===== src/rtl/aixh_mxc_upper_ptile_cell_pex_pkg.sv =====
// Shared types and helpers for the MXC processing-element cell.
// Holds the operand modes, the shift weights and the radix-4 Booth partial-product selector.
package aixh_mxc_pkg;

    typedef enum logic [1:0] {
        ModeInt4   = 2'b00,
        ModeInt8Ss = 2'b01,
        ModeInt8Us = 2'b10
    } mode_e;

    typedef enum logic [1:0] {
        ShiftX1    = 2'b00,
        ShiftX2p8  = 2'b01,
        ShiftX2p16 = 2'b10
    } shift_e;

    localparam int unsigned LaneProdW = 17;

    // Radix-4 Booth digit: trip = {b[2k+1], b[2k], b[2k-1]} selects 0, +-m or +-2m.
    function automatic logic signed [LaneProdW-1:0] booth_pp(
        input logic [2:0]                  trip,
        input logic signed [LaneProdW-1:0] m
    );
        logic signed [LaneProdW-1:0] pp;
        case (trip)
            3'b001, 3'b010: pp = m;
            3'b011:         pp = m <<< 1;
            3'b100:         pp = -(m <<< 1);
            3'b101, 3'b110: pp = -m;
            default:        pp = '0;
        endcase
        return pp;
    endfunction

endpackage


===== src/rtl/aixh_mxc_pex_lane.sv =====
// One multiplier lane: 8x8 (signed or unsigned-by-signed) or dual 4x4 signed dot,
// all computed with radix-4 Booth recoding of the v operand.
module aixh_mxc_pex_lane
    import aixh_mxc_pkg::*;
(
    input  logic [1:0]                  mode_i,
    input  logic [7:0]                  u_i,
    input  logic [7:0]                  v_i,
    output logic signed [LaneProdW-1:0] prod_o
);

    logic signed [LaneProdW-1:0] m8;
    logic signed [LaneProdW-1:0] m4_lo;
    logic signed [LaneProdW-1:0] m4_hi;
    logic [8:0]                  v8x;
    logic [4:0]                  v4x_lo;
    logic [4:0]                  v4x_hi;
    logic signed [LaneProdW-1:0] p8;
    logic signed [LaneProdW-1:0] p4;

    always_comb begin
        // Mode 11 falls through to the signed-by-signed path.
        if (mode_i == ModeInt8Us) begin
            m8 = $signed({9'b0, u_i});
        end else begin
            m8 = $signed({{9{u_i[7]}}, u_i});
        end
        m4_lo  = $signed({{13{u_i[3]}}, u_i[3:0]});
        m4_hi  = $signed({{13{u_i[7]}}, u_i[7:4]});
        v8x    = {v_i, 1'b0};
        v4x_lo = {v_i[3:0], 1'b0};
        v4x_hi = {v_i[7:4], 1'b0};

        p8 = '0;
        for (int k = 0; k < 4; k++) begin
            p8 = p8 + (booth_pp(v8x[2*k +: 3], m8) <<< (2*k));
        end

        p4 = booth_pp(v4x_lo[2:0], m4_lo)
           + (booth_pp(v4x_lo[4:2], m4_lo) <<< 2)
           + booth_pp(v4x_hi[2:0], m4_hi)
           + (booth_pp(v4x_hi[4:2], m4_hi) <<< 2);

        prod_o = (mode_i == ModeInt4) ? p4 : p8;
    end

endmodule


===== src/rtl/aixh_mxc_upper_ptile_cell_pex.sv =====
// Multi-lane multiply-accumulate cell: lane products summed, weighted, pipelined
// MSTAGES deep, then accumulated with optional saturation and a sticky overflow flag.
module aixh_mxc_upper_ptile_cell_pex
    import aixh_mxc_pkg::*;
#(
    parameter int unsigned LANES    = 2,
    parameter int unsigned MSTAGES  = 2,
    parameter int unsigned ACC_BITS = 48,
    parameter bit          SAT      = 1'b0
) (
    input  logic                       aixh_core_clk2x,
    input  logic                       aixh_core_rst,
    input  logic                       in_valid,
    output logic                       in_ready,
    input  logic [1:0]                 in_mode,
    input  logic [1:0]                 in_shift,
    input  logic                       in_afresh,
    input  logic                       in_last,
    input  logic [LANES*8-1:0]         in_udata,
    input  logic [LANES*8-1:0]         in_vdata,
    output logic                       out_valid,
    input  logic                       out_ready,
    output logic signed [ACC_BITS-1:0] out_data,
    output logic                       out_ovf
);

    localparam int unsigned ProdW = LaneProdW + $clog2(LANES);
    localparam int unsigned WpW   = ProdW + 16;
    localparam int unsigned SumW  = ((ACC_BITS > WpW) ? ACC_BITS : WpW) + 1;

    logic signed [LaneProdW-1:0] lane_prod [LANES];
    logic signed [ProdW-1:0]     beat_prod;
    logic signed [WpW-1:0]       beat_wp;

    logic [MSTAGES-1:0]    st_valid_q;
    logic [MSTAGES-1:0]    st_afresh_q;
    logic [MSTAGES-1:0]    st_last_q;
    logic signed [WpW-1:0] st_wp_q [MSTAGES];

    logic signed [ACC_BITS-1:0] acc_q;
    logic                       ovf_q;
    logic                       out_valid_q;
    logic signed [ACC_BITS-1:0] out_data_q;
    logic                       out_ovf_q;

    logic                       advance;
    logic signed [SumW-1:0]     acc_base;
    logic signed [SumW-1:0]     acc_sum;
    logic [SumW-ACC_BITS:0]     sum_hi;
    logic                       beat_ovf;
    logic                       ovf_d;
    logic signed [ACC_BITS-1:0] acc_d;

    for (genvar i = 0; i < LANES; i++) begin : g_lane
        aixh_mxc_pex_lane u_lane (
            .mode_i (in_mode),
            .u_i    (in_udata[8*i +: 8]),
            .v_i    (in_vdata[8*i +: 8]),
            .prod_o (lane_prod[i])
        );
    end

    always_comb begin
        beat_prod = '0;
        for (int i = 0; i < LANES; i++) begin
            beat_prod = beat_prod + ProdW'(lane_prod[i]);
        end
        case (in_shift)
            ShiftX1:   beat_wp = WpW'(beat_prod);
            ShiftX2p8: beat_wp = WpW'(beat_prod) <<< 8;
            default:   beat_wp = WpW'(beat_prod) <<< 16;
        endcase
    end

    // A held result that nobody takes freezes the whole cell.
    assign advance  = ~(out_valid_q & ~out_ready);
    assign in_ready = aixh_core_rst | advance;

    always_comb begin
        acc_base = '0;
        if (!st_afresh_q[MSTAGES-1]) begin
            acc_base = SumW'(acc_q);
        end
        acc_sum  = acc_base + SumW'(st_wp_q[MSTAGES-1]);
        // Full-precision sum fits iff all bits from the ACC_BITS sign bit upward agree.
        sum_hi   = acc_sum[SumW-1:ACC_BITS-1];
        beat_ovf = ~((&sum_hi) | ~(|sum_hi));
        ovf_d    = beat_ovf | (~st_afresh_q[MSTAGES-1] & ovf_q);
        if (beat_ovf && SAT) begin
            acc_d = acc_sum[SumW-1] ? {1'b1, {(ACC_BITS-1){1'b0}}}
                                    : {1'b0, {(ACC_BITS-1){1'b1}}};
        end else begin
            acc_d = acc_sum[ACC_BITS-1:0];
        end
    end

    always_ff @(posedge aixh_core_clk2x) begin
        if (aixh_core_rst) begin
            st_valid_q  <= '0;
            st_afresh_q <= '0;
            st_last_q   <= '0;
            for (int i = 0; i < MSTAGES; i++) begin
                st_wp_q[i] <= '0;
            end
            acc_q       <= '0;
            ovf_q       <= 1'b0;
            out_valid_q <= 1'b0;
            out_data_q  <= '0;
            out_ovf_q   <= 1'b0;
        end else if (advance) begin
            for (int i = MSTAGES - 1; i > 0; i--) begin
                st_valid_q[i]  <= st_valid_q[i-1];
                st_afresh_q[i] <= st_afresh_q[i-1];
                st_last_q[i]   <= st_last_q[i-1];
                st_wp_q[i]     <= st_wp_q[i-1];
            end
            st_valid_q[0]  <= in_valid;
            st_afresh_q[0] <= in_afresh;
            st_last_q[0]   <= in_last;
            st_wp_q[0]     <= beat_wp;

            // Any held result has been taken by now unless a new one replaces it.
            out_valid_q <= 1'b0;
            if (st_valid_q[MSTAGES-1]) begin
                if (st_last_q[MSTAGES-1]) begin
                    out_valid_q <= 1'b1;
                    out_data_q  <= acc_d;
                    out_ovf_q   <= ovf_d;
                    acc_q       <= '0;
                    ovf_q       <= 1'b0;
                end else begin
                    acc_q <= acc_d;
                    ovf_q <= ovf_d;
                end
            end
        end
    end

    assign out_valid = out_valid_q;
    assign out_data  = out_data_q;
    assign out_ovf   = out_ovf_q;

endmodule


===== config.mk =====
export PLATFORM = sky130hd
export DESIGN_NAME = aixh_mxc_upper_ptile_cell_pex
export DESIGN_NICKNAME = d
export VERILOG_FILES = /design/src/rtl/aixh_mxc_upper_ptile_cell_pex_pkg.sv /design/src/rtl/aixh_mxc_pex_lane.sv /design/src/rtl/aixh_mxc_upper_ptile_cell_pex.sv
export SDC_FILE = /design/constraint.sdc
export NUM_CORES = 1
export LEC_CHECK = 0
export CAP_MARGIN = 20
export CORE_MARGIN = 4
export CORE_UTILIZATION = 50
export CTS_CLUSTER_DIAMETER = 100
export DETAILED_ROUTE_END_ITERATION = 7
export GPL_TIMING_DRIVEN = 0
export PLACE_DENSITY_LB_ADDON = 0.15
export SLEW_MARGIN = 20
export SYNTH_ARGS = -nofsm -noshare
export SYNTH_HDL_FRONTEND = slang
export SYNTH_SLANG_ARGS = --single-unit

===== constraint.sdc =====
create_clock -name aixh_core_clk2x -period 8.36 [get_ports aixh_core_clk2x]
set_input_delay 0.836 -clock aixh_core_clk2x [delete_from_list [all_inputs] [get_ports aixh_core_clk2x]]
set_output_delay 0.836 -clock aixh_core_clk2x [all_outputs]
set_load 0.005 [all_outputs]

==> impl_metrics.env <==
export IMPL_outcome="finished clean"
export IMPL_fill_cells=4002
export IMPL_async_flop_share_pct=0
export IMPL_grt_max_degree=69
export IMPL_grt_pass1_vias=19700
export IMPL_synth_top_family_by_area="compound AO/OA/AOI/OAI gates"
export IMPL_globalplace_congestion=0.990
export IMPL_power_leakage_nw=10.4
export IMPL_finalCritPeriodShare_pct=97.2
export IMPL_cts_root_buf="clkbuf_16"
export IMPL_cap_violations=0
export IMPL_mostFrequentLayoutCell="nand2_1"
export IMPL_syn_nets=3045
export IMPL_endpoint="st_wp_q[0][29]"
export IMPL_die_x_um=212
export IMPL_setup_violations=0
export IMPL_fmax_ghz=0.123
export IMPL_max_slew_margin_rel_pct=29.6
export IMPL_synth_mux_area_share_pct=3.41
export IMPL_syn_inst=2743
export IMPL_critPathKind="input port to register"
export IMPL_cp_max_fo=10
export IMPL_h_tree_depth=4
export IMPL_power_per_cell_area_nw_per_um2=270
export IMPL_power_mw=6.23
export IMPL_crit_path_start_kind="input port"
export IMPL_cts_hold_buf=0
export IMPL_synth_area_per_cell_sq_um=7.62
export IMPL_slowest_delay_ns=0.71
export IMPL_finalWirelength_um=70700
export IMPL_cts_buffers=17
export IMPL_wl_per_cell_um=20.9
export IMPL_clock_skew_ns=0.0103
export IMPL_layout_common_cells="293 x nand2_1, 285 x a21oi_1, 252 x inv_1"
export IMPL_ant_nets=0
export IMPL_clockBufferDepth=2
export IMPL_cts_tree="done"
export IMPL_slowest_stage="buf_1"
export IMPL_rsz0062_at_grt="false"
export IMPL_io_pins=93
export IMPL_cts_sinks=173
export IMPL_synth_flop_cell="dfxtp_1"
export IMPL_area_sequential_sq_um=4140
export IMPL_antenna_found_initial=0
export IMPL_worst_ep_required_time_ns=8.63
export IMPL_ff2ff_setup_slack_ns=3.54
export IMPL_synth_simple_area_share_pct=17.8
export IMPL_synth_seq_cells=173
export IMPL_multi_input_area_sq_um=15200
export IMPL_dieArea_sq_um=45100
export IMPL_io_buffer_count=80
export IMPL_dpl_cell_area_sq_um=22400
export IMPL_period_needed_ns=8.13
export IMPL_hpwl_um=57200
export IMPL_synthAdderAreaFrac_pct=19.4
export IMPL_yosysWarnings=0
export IMPL_vias=20600
export IMPL_hold_viol=0
export IMPL_die_h_um=212
export IMPL_syn_area_sq_um=20900
export IMPL_synth_edf_count=68
export IMPL_nNetsFinal=3145
export IMPL_ir_drop_uv=423
export IMPL_clk_pin_slew_ns=0.07
export IMPL_drtIter0Drc=2319
export IMPL_diodes=0
export IMPL_hold_path_class="register to register"
export IMPL_post_layout_nonfiller_instances=3388
export IMPL_synth_compound_gate_area_share_pct=24.9
export IMPL_slew_viol_final=0
export IMPL_core_sq_um=41100
export IMPL_worst_ep_arrival_time_ns=8.40
export IMPL_rr_startpoint="st_afresh_q[1]"
export IMPL_final_util_pct=56.2
export IMPL_routed_via_density=6.08
export IMPL_setup_tns_final_ns=0
export IMPL_area_delta_synth_final_pct=10.6
export IMPL_grt_usage_pct=30.6
export IMPL_rr_endpoint="acc_q[44]"
export IMPL_worst_hold_slack_ns=0.450
export IMPL_tightest_slew_ns=1.05
export IMPL_yosysUniqueCellTypes=84
export IMPL_start_util_pct=50.8
export IMPL_cp_end_kind="register"
export IMPL_insertion_delay_ns=0.44
export IMPL_final_layout_size_suffix_gt1_share_pct=3.64
export IMPL_ff2ff_path_depth=13
export IMPL_dp_cells=3357
export IMPL_synth_xor_area_share_pct=6.70
export IMPL_overflow=0
export IMPL_setup_ws_ns=0.232
export IMPL_drt_first_pass_iters=6
export IMPL_grt_pass1_wl_um=109000
export IMPL_rows=74
export IMPL_stdcell_area_sq_um=23100
export IMPL_seq_area_frac_synth_pct=19.8
export IMPL_critPathLaunch="in_mode[0]"
export IMPL_place_ws_ns=-0.497
export IMPL_drc_errors=0
[synthesized netlist by cell type (23+ instances only)]
library cell / n / area, sq um
edfxtp_1: 68 / 2040
fa_1: 104 / 2080
xnor2_1: 115 / 1010
o21a_1: 25 / 188
nor2b_1: 67 / 419
o21bai_1: 26 / 195
clkbuf_1: 144 / 541
dfxtp_1: 105 / 2100
xor2_1: 43 / 377
nand3_1: 34 / 170
a31oi_1: 25 / 156
ha_1: 156 / 1950
a211oi_1: 23 / 173
o21ai_0: 212 / 1060
a21o_1: 61 / 458
a22oi_1: 39 / 293
mux2i_1: 60 / 601
and3_1: 56 / 350
nand2_1: 293 / 1100
o22ai_1: 23 / 144
nand2b_1: 27 / 169
a21oi_1: 288 / 1440
inv_1: 254 / 953
nor3_1: 35 / 175
nor2_1: 191 / 717
buf_1: 31 / 116
[flip-flops by register name, summed over array words and instances, names as in the netlist]
register and count:
acc_q 48, st_last_q 2, st_wp_q 68, ovf_q 1
st_valid_q 2, out_data 48, out_valid 1, st_afresh_q 2
out_ovf 1
[routing by layer]
metal  global-route usage (%)  wire length [um]  vias to the layer above
met3                     3.41              5210                      152
met5                        0                 0                        -
met1                     41.3             29900                     9796
met4                     10.6              2390                        0
met2                     51.1             33300                      935
li1                         -                 -                     9732
[kinds of logic after synthesis]
kind of cell,count (synthesis)
AOI/OAI and AO/OA,847
xor gates and xnor gates,159
adders and majority gates,262
buffers and inverters,440
DFF,173
muxes,68
and+or+nand+nor,794
[how the worst min path moves through the flow]
stage                     depth (start not counted)         start           end
after global routing                              2  out_data[18]  out_data[18]
after floorplan                                   2     acc_q[36]     acc_q[36]
after global placement                            2     acc_q[36]     acc_q[36]
final                                             2     acc_q[35]     acc_q[35]
after detailed placement                          2     acc_q[35]     acc_q[35]
after CTS                                         2     acc_q[36]     acc_q[36]
[critical path, delay by kind of cell]
family	cells	cell delay, ns
AOI/OAI and AO/OA	6	1.24
xor gates and xnor gates	1	0.16
adders and majority gates	5	2.14
buffers and inverters	6	1.88
and+or+nand+nor	11	2.14
[layout make-up]
type                    instances  share of cell area [%]
flip-flops and latches        173                    17.9
well taps                     532                    2.88
multi-input cells            2130                    65.7
inverters                     260                    4.23
repair buffers                 83                    3.71
clock inverters                13                   0.590
plain buffers                 178                    3.02
clock buffers                  19                    1.96
[power breakdown]
part	leakage, nW	internal, mW	switching (mW)	total, mW
registers	1.66	1.02	0.0308	1.05
clock network	0.296	0.457	0.338	0.796
logic	8.45	1.65	2.73	4.38
[what timing repair did]
action,in CTS,in global routing
setup endpoints to repair,9,21
gates resized for setup,3,38
buffers inserted,0,1
Power figures use the tool's default switching activity.
